==> src/rtl/vid_timing_pkg.sv <==
// Shared definitions for the video timing generator.
// Holds the colour-bar component masks (bit b set = component on for bar b),
// a packed struct describing one raster timing, and a bar-to-RGB helper.
package vid_timing_pkg;

  // Bars in order: white, yellow, cyan, green, magenta, red, blue, black.
  localparam logic [7:0] BAR_R_MASK = 8'b0011_0011;  // bars 0,1,4,5
  localparam logic [7:0] BAR_G_MASK = 8'b0000_1111;  // bars 0,1,2,3
  localparam logic [7:0] BAR_B_MASK = 8'b0101_0101;  // bars 0,2,4,6

  typedef struct packed {
    logic [15:0] h_active;
    logic [15:0] h_fp;
    logic [15:0] h_sync;
    logic [15:0] h_bp;
    logic [15:0] v_active;
    logic [15:0] v_fp;
    logic [15:0] v_sync;
    logic [15:0] v_bp;
  } timing_t;

  // Returns {r_on, g_on, b_on} for a bar index.
  function automatic logic [2:0] bar_rgb(input logic [2:0] bar);
    return {BAR_R_MASK[bar], BAR_G_MASK[bar], BAR_B_MASK[bar]};
  endfunction

endpackage

==> src/rtl/vid_ce_div.sv <==
// Pixel clock-enable divider.
// Ports: clk, reset_n (async, active-low), enable (run/freeze),
//        pix_ce (one-clk strobe every CE_DIV enabled clks).
module vid_ce_div #(
  parameter int unsigned CE_DIV = 4
) (
  input  logic clk,
  input  logic reset_n,
  input  logic enable,
  output logic pix_ce
);

  localparam int unsigned CW = (CE_DIV > 1) ? $clog2(CE_DIV) : 1;

  logic [CW-1:0] cnt_q, cnt_d;
  logic          last_c;

  assign last_c = (cnt_q == CW'(CE_DIV - 1));

  // Count only while enabled so a freeze resumes on the same phase.
  always_comb begin
    cnt_d = cnt_q;
    if (enable) begin
      cnt_d = last_c ? '0 : cnt_q + CW'(1);
    end
  end

  always_ff @(posedge clk or negedge reset_n) begin
    if (!reset_n) begin
      cnt_q <= '0;
    end else begin
      cnt_q <= cnt_d;
    end
  end

  // reset_n term only matters for CE_DIV=1, where the count is always "last".
  assign pix_ce = enable & last_c & reset_n;

endmodule

==> src/rtl/vid_timing_gen.sv <==
// Raster video timing generator with optional colour-bar test pattern.
// Optional feature macro: VID_TIMING_PATTERN_EN (8 vertical colour bars on
// active pixels); when undefined red/green/blue are tied to 0.
// Ports: clk, reset_n (async, active-low), enable (run/freeze);
//        pix_ce, frame_start (strobes); hblank, vblank, hs, vs, hpos, vpos,
//        red, green, blue (registered on pix_ce, one pixel behind counters).
module vid_timing_gen
  import vid_timing_pkg::*;
#(
  parameter int unsigned VIDEO_DEPTH = 8,
  parameter int unsigned H_ACTIVE    = 320,
  parameter int unsigned H_FP        = 16,
  parameter int unsigned H_SYNC      = 32,
  parameter int unsigned H_BP        = 40,
  parameter int unsigned V_ACTIVE    = 240,
  parameter int unsigned V_FP        = 3,
  parameter int unsigned V_SYNC      = 3,
  parameter int unsigned V_BP        = 16,
  parameter int unsigned CE_DIV      = 4,
  parameter logic        HS_POL      = 1'b0,
  parameter logic        VS_POL      = 1'b0,
  localparam int unsigned H_TOTAL    = H_ACTIVE + H_FP + H_SYNC + H_BP,
  localparam int unsigned V_TOTAL    = V_ACTIVE + V_FP + V_SYNC + V_BP,
  localparam int unsigned HW         = $clog2(H_TOTAL),
  localparam int unsigned VW         = $clog2(V_TOTAL)
) (
  input  logic                   clk,
  input  logic                   reset_n,
  input  logic                   enable,
  output logic                   pix_ce,
  output logic                   hblank,
  output logic                   vblank,
  output logic                   hs,
  output logic                   vs,
  output logic [HW-1:0]          hpos,
  output logic [VW-1:0]          vpos,
  output logic [VIDEO_DEPTH-1:0] red,
  output logic [VIDEO_DEPTH-1:0] green,
  output logic [VIDEO_DEPTH-1:0] blue,
  output logic                   frame_start
);

  localparam timing_t TIM = '{
    h_active: 16'(H_ACTIVE), h_fp: 16'(H_FP), h_sync: 16'(H_SYNC), h_bp: 16'(H_BP),
    v_active: 16'(V_ACTIVE), v_fp: 16'(V_FP), v_sync: 16'(V_SYNC), v_bp: 16'(V_BP)
  };

  // Sync windows as half-open ranges [BEG, END), compared at 32 bits.
  localparam int unsigned HS_BEG = 32'(TIM.h_active) + 32'(TIM.h_fp);
  localparam int unsigned HS_END = HS_BEG + 32'(TIM.h_sync);
  localparam int unsigned VS_BEG = 32'(TIM.v_active) + 32'(TIM.v_fp);
  localparam int unsigned VS_END = VS_BEG + 32'(TIM.v_sync);

  logic          pix_ce_c;
  logic [HW-1:0] hcnt_q, hcnt_d, hpos_q;
  logic [VW-1:0] vcnt_q, vcnt_d, vpos_q;
  logic          hblank_q, hblank_d, vblank_q, vblank_d;
  logic          hs_q, hs_d, vs_q, vs_d;

  vid_ce_div #(
    .CE_DIV (CE_DIV)
  ) u_ce_div (
    .clk     (clk),
    .reset_n (reset_n),
    .enable  (enable),
    .pix_ce  (pix_ce_c)
  );

  // Raster counters: vertical advances on the horizontal wrap.
  always_comb begin
    hcnt_d = hcnt_q;
    vcnt_d = vcnt_q;
    if (pix_ce_c) begin
      if (hcnt_q == HW'(H_TOTAL - 1)) begin
        hcnt_d = '0;
        vcnt_d = (vcnt_q == VW'(V_TOTAL - 1)) ? '0 : vcnt_q + VW'(1);
      end else begin
        hcnt_d = hcnt_q + HW'(1);
      end
    end
  end

  // Timing decode of the current (pre-increment) counters.
  always_comb begin
    hblank_d = (32'(hcnt_q) >= H_ACTIVE);
    vblank_d = (32'(vcnt_q) >= V_ACTIVE);
    hs_d     = ((32'(hcnt_q) >= HS_BEG) && (32'(hcnt_q) < HS_END)) ? HS_POL : ~HS_POL;
    vs_d     = ((32'(vcnt_q) >= VS_BEG) && (32'(vcnt_q) < VS_END)) ? VS_POL : ~VS_POL;
  end

  always_ff @(posedge clk or negedge reset_n) begin
    if (!reset_n) begin
      hcnt_q   <= '0;
      vcnt_q   <= '0;
      hpos_q   <= '0;
      vpos_q   <= '0;
      hblank_q <= 1'b1;
      vblank_q <= 1'b1;
      hs_q     <= ~HS_POL;
      vs_q     <= ~VS_POL;
    end else begin
      hcnt_q <= hcnt_d;
      vcnt_q <= vcnt_d;
      if (pix_ce_c) begin
        hpos_q   <= hcnt_q;
        vpos_q   <= vcnt_q;
        hblank_q <= hblank_d;
        vblank_q <= vblank_d;
        hs_q     <= hs_d;
        vs_q     <= vs_d;
      end
    end
  end

  assign pix_ce      = pix_ce_c;
  assign frame_start = pix_ce_c && (hcnt_q == '0) && (vcnt_q == '0);
  assign hblank      = hblank_q;
  assign vblank      = vblank_q;
  assign hs          = hs_q;
  assign vs          = vs_q;
  assign hpos        = hpos_q;
  assign vpos        = vpos_q;

`ifdef VID_TIMING_PATTERN_EN
  localparam int unsigned BAR_W = H_ACTIVE / 8;

  logic [2:0]             bar_c, rgb_on_c;
  logic [VIDEO_DEPTH-1:0] red_q, green_q, blue_q;

  // Bar index from pixel column; blanked pixels forced black.
  always_comb begin
    bar_c    = 3'(32'(hcnt_q) / BAR_W);
    rgb_on_c = (hblank_d || vblank_d) ? 3'b000 : bar_rgb(bar_c);
  end

  always_ff @(posedge clk or negedge reset_n) begin
    if (!reset_n) begin
      red_q   <= '0;
      green_q <= '0;
      blue_q  <= '0;
    end else if (pix_ce_c) begin
      red_q   <= {VIDEO_DEPTH{rgb_on_c[2]}};
      green_q <= {VIDEO_DEPTH{rgb_on_c[1]}};
      blue_q  <= {VIDEO_DEPTH{rgb_on_c[0]}};
    end
  end

  assign red   = red_q;
  assign green = green_q;
  assign blue  = blue_q;
`else
  assign red   = '0;
  assign green = '0;
  assign blue  = '0;
`endif

endmodule
==> config.mk <==
export PLATFORM = sky130hd
export DESIGN_NAME = vid_timing_gen
export DESIGN_NICKNAME = d
export VERILOG_FILES = /design/src/rtl/vid_timing_pkg.sv /design/src/rtl/vid_ce_div.sv /design/src/rtl/vid_timing_gen.sv
export SDC_FILE = /design/constraint.sdc
export NUM_CORES = 1
export LEC_CHECK = 0
export ABC_AREA = 1
export BUFFER_PORTS_ARGS = -buffer_cell sky130_fd_sc_hd__buf_2
export CORE_MARGIN = 2
export CORE_UTILIZATION = 50
export DETAILED_ROUTE_END_ITERATION = 8
export MAX_ROUTING_LAYER = met4
export PLACE_DENSITY = 0.74
export REMOVE_ABC_BUFFERS = 1
export SETUP_SLACK_MARGIN = 0.1
export SYNTH_ARGS = -nofsm -noshare
export SYNTH_HDL_FRONTEND = slang
export SYNTH_SLANG_ARGS = --single-unit
==> constraint.sdc <==
create_clock -name clk -period 1.7 [get_ports clk]
set_clock_uncertainty 0.1 [all_clocks]
set_input_delay 0.17 -clock clk [delete_from_list [all_inputs] [get_ports clk]]
set_output_delay 0.17 -clock clk [all_outputs]
set_load 0.01 [all_outputs]
Yosys cells after proc, flatten, opt, wreduce, memory -nomap -nowiden. Index checks and enable logic that the tools add are counted.

Register bits: 42. Latch bits: 0. Memory bits (writable): 0. ROM bits: 0. Input bits: 3. Output and inout port bits: 48. Word-level logic and storage cells: 35. Memories kept: 0.

Add/sub/neg operators: 3. Multipliers: 0. Divide/modulo/power cells: 0. Order comparisons: 6. Eq/ne operators: 3. Shifts and indexed selects: 0. Mux-type cells: 5. Bitwise logic cells: 2. Reductions and logical operators: 7.

Operators by type and width (count): $add 9x1->9 const B (2); $eq 9x9->1 const B (2); $ge 9x8->1 const B (2); $ge 9x9->1 const B (2); $logic_not 9->1 (2); $mux 9 (2); $lt 9x8->1 const B (1); $lt 9x9->1 const B (1); $logic_and 1x1->1 (4); $add 2x1->2 const B (1); $and 1x1->1 (2); $eq 2x2->1 const B (1); $mux 1 (2); $mux 2 (1); $reduce_and 2->1 (1).

Depth between registers and ports, before layout.
Depth after elaboration: 5. Mapped depth: 8.

By module. From an unflattened synthesis, not the netlist that was laid out.

Cells, all modules: 290. Area total of the unflattened synthesis: 2299.7 um^2.

Modules (own cells, without submodules): vid_timing_gen (instances 1, cells an instance 277, area an instance 2197.1 um^2, sequential area each 1006.0 um^2); vid_ce_div (instances 1, cells an instance 13, area an instance 102.6 um^2, sequential area each 50.0 um^2).

Worst setup path before layout. OpenSTA, ideal clock, no wires.

Kind: register -> output. From: reg vcnt_q[0]. To: out frame_start. Data arrival time: 1.264 ns. Data required time: 1.430 ns. Slack: 0.166 ns. Stages on the path, launching flop included: 6. Path buffers: 0. Path through: dfrtp_1 inv_1 ha_1 nand4_1 or2_2 nor3_1.

Cells in the longest elaborated chain, start to end: 2.

RTL lines: from (decl) (RTL line vid_timing_gen.sv:56) `logic [VW-1:0] vcnt_q, vcnt_d, vpos_q;`; from (signal assigned) (RTL line vid_timing_gen.sv:103) `vcnt_q <= vcnt_d;`; $logic_not 9->1 (RTL line vid_timing_gen.sv:116) `assign frame_start = pix_ce_c && (hcnt_q == '0) && (vcnt_q == '0);`; $logic_and 1x1->1 (RTL line vid_timing_gen.sv:116); to (decl) (RTL line vid_timing_gen.sv:40) `output logic frame_start`.

Every way passes these cells.

Worst setup path in the final report. Same ends and word-level chain as after synthesis.

==> results.py <==
metrics = {
    "finish": {
        "layout.cells.non_filler": 388,
        "layout.nets": 344,
        "n_fill_cell": 405,
        "layout-drive-gt1-share": 0.283,
        "utilization": 0.627,
        "n_antenna_cell": 0,
        "syn_to_final_growth_pct": 19.8,
    },
    "floorplanning": {
        "placementRows": 24,
        "die_height_um": 72.0,
        "dieArea_mm2": 0.00518,
        "io_pins": 51,
        "coreArea_mm2": 0.00441,
        "start_util": 0.523,
        "fp.dieW_um": 72.0,
    },
    "clock_network": {
        "cts_tree": "done",
        "cts_root_buf": "clkbuf_8",
        "clk_latency_ns": 0.30,
        "cts.path.max_buffers": 2,
        "clkSinkCount": 42,
        "cts.clk_slew.worst_paths_ns": 0.08,
        "numCtsBuffers": 5,
        "htreeDepth": 2,
    },
    "worst_setup_path": {
        "critPathRequiredTime_ns": 1.43,
        "worst_ep_arrival_time_ns": 1.46,
        "cp_slowest_cell": "dfrtp_1",
        "cpPeakStageDelay_ns": 0.39,
        "crit_chain": "inv_2 -> ha_4 -> nand4_1 -> or2_4 -> nor3_2 -> buf_2",
        "critPathMaxFanout": 2,
        "critPathLaunchType": "flop",
        "critical_path_class": "reg2out",
        "rrSetupSlack_ns": 0.16,
        "crit_path_end_kind": "primary output",
    },
    "place": {
        "post-dp-hpwl_um": 3340,
        "place.gp.congestion": 0.880,
        "dpl.cell_count": 364,
        "io_buffer_count": 26,
    },
    "synth": {
        "ys_ff_latch": 42,
        "yosysSeqAreaShare": 0.457,
        "yosysUniqueCellTypes": 31,
        "synth.top_cell.area_share": 0.412,
        "yosys-top-cells-count": "nand2_1 (69), dfrtp_1 (38), o21ai_0 (30), inv_1 (26), buf_4 (24)",
        "ys_top_cells_by_area": "dfrtp_1 (41%), nand2_1 (11%), buf_4 (7.8%), o21ai_0 (6.5%), dfstp_2 (4.6%)",
        "yosysWarningCount": 0,
        "synth_edf_count": 0,
        "syn_inst": 279,
        "syn-cell-area_mm2": 0.00231,
        "synth.most_common_cell": "nand2_1",
        "avgSynthCellArea_um2": 8.28,
        "yosys_most_used_dff": "dfrtp_1",
        "netlist.top_cell.by_area": "dfrtp_1",
        "async_flop_share": 1.00,
    },
    "sta": {
        "slew_violations": 0,
        "finalSetupViolCount": 1,
        "rsz0062_at_grt": "true",
        "max_freq_mhz": 577,
        "period_share": 1.02,
        "whs_ns": 0.0168,
        "finalSetupTns_ns": -0.0333,
        "setup_ws_ns": -0.0333,
        "hold_violations": 0,
        "period_minus_slack_ns": 1.73,
        "worst_pin_slew_ns": 0.542,
        "slew_headroom": 0.639,
    },
    "hold_path": {
        "min_path_type": "in2reg",
    },
    "pwr": {
        "ir_drop_uv": 621,
        "cellPowerDensity_mw_per_mm2": 1210,
        "p_leak_nw": 1.44,
    },
    "grt": {
        "grt_pass1_vias": 1799,
        "grt_pass1_wl_um": 8140,
        "grt_max_degree": 43,
        "globalRouteTotalUtil": 0.209,
        "antenna_found_initial": 0,
        "grt_overflow": 0,
    },
    "detailed_routing": {
        "drt-pass1-iter-count": 4,
        "routedWlPerCell_um": 12.7,
        "post-route-drc-count": 0,
        "viasPerCell": 4.96,
        "wl_um": 4930,
        "vias": 1925,
        "dr.first_iter.drc_count": 89,
        "antenna_left": 0,
    },
    "run_status": {
        "violations": "negative setup slack",
        "status": "finished, violations left",
    },
    "run": {
        "cap_violations": 0,
    },
}
final timing paths:
path                                  startpoint                            end  cells after the start
setup / recovery           vcnt_q[0]$_DFFE_PN0P_                    frame_start                      6
hold / removal                            enable  u_ce_div.cnt_q[0]$_DFFE_PN0P_                      2
setup reg to reg           hcnt_q[0]$_DFFE_PN0P_          vcnt_q[6]$_DFFE_PN0P_                      7
hold reg to reg              hpos[6]$_DFFE_PN0P_            hpos[6]$_DFFE_PN0P_                      2
max in group asynchronous                reset_n                 hs$_DFFE_PN1P_                      3
min in group asynchronous                reset_n          hcnt_q[3]$_DFFE_PN0P_                      3
layout make-up:
| cell class | instances | area [µm²] | share of cell area |
|---|---|---|---|
| Tap cell | 52 | 65.1 | 0.0235 |
| Inverter | 30 | 115 | 0.0416 |
| Clock buffer | 8 | 90.1 | 0.0325 |
| Sequential cell | 42 | 1060 | 0.382 |
| Multi-Input combinational cell | 201 | 1080 | 0.389 |
| Timing Repair Buffer | 55 | 365 | 0.132 |
per-stage QoR:
stage | worst slack, ns | power [mW] | cell area [µm²]
floorplan | -0.157 | 2.14 | 2180
global placement | 0.111 | 2.54 | 2480
detailed placement | 0.0828 | 2.58 | 2480
CTS | -0.100 | 3.30 | 2660
global route | -0.0947 | 3.61 | 2770
finish | -0.0333 | 3.36 | 2770
placed cells by master (no fill, tap or decap), drive strengths merged, types with 2 or more instances in the layout:
cell / synthesis / routed
a21boi: 2 / 2
a21oi: 5 / 5
buf: 28 / 54
clkbuf: 2 / 8
conb: 1 / 24
dfrtp: 38 / 38
dfstp: 4 / 4
ha: 6 / 6
inv: 30 / 30
nand2: 70 / 70
nand3: 22 / 22
nand4: 6 / 6
nor2: 19 / 20
nor3: 3 / 3
o21ai: 33 / 33
or2: 2 / 2
xor2: 4 / 4
metal layers:
metal,share of wire,GRT usage,wire (µm)
met4,0.014,0.0692,68
met3,0.041,0.0347,203
met2,0.49,0.344,2440
met1,0.45,0.266,2220
met5,0,-,0
critical path: cells and delay by family (launching register included):
kind,cells,cell delay (ns)
simple gates,3,0.42
flops,1,0.39
buf+inv,2,0.23
fa+ha+maj,1,0.12
cell families after synthesis:
logic type | synth area share
and+or+nand+nor | 0.243
buffers and inverters | 0.143
AOI/OAI and AO/OA | 0.103
DFF | 0.457
adders and majority gates | 0.0325
xor gates and xnor gates | 0.0152
other | 0.00162
muxes | 0.00488
sequential cells by signal, summed over array words and instances, names as in the netlist:
| signal | count |
|---|---|
| vs | 1 |
| hs | 1 |
| hblank | 1 |
| hcnt_q | 9 |
| vpos | 9 |
| u_ce_div.cnt_q | 2 |
| hpos | 9 |
| vcnt_q | 9 |
| vblank | 1 |
where the power goes:
group	total (mW)	leakage, nW	internal [mW]	switching (mW)
logic	1.16	0.899	0.495	0.664
clock network	0.673	0.0455	0.331	0.341
registers	1.52	0.497	1.31	0.212
repair_timing:
action,in CTS,in global routing
gates resized for setup,8,17
setup buffers,7,7
endpoints found under the hold margin,38,0
hold buffers,1,0
pin swaps,4,6
setup endpoints to repair,4,22
gates cloned,1,0
(Power assumes the default switching activity.)
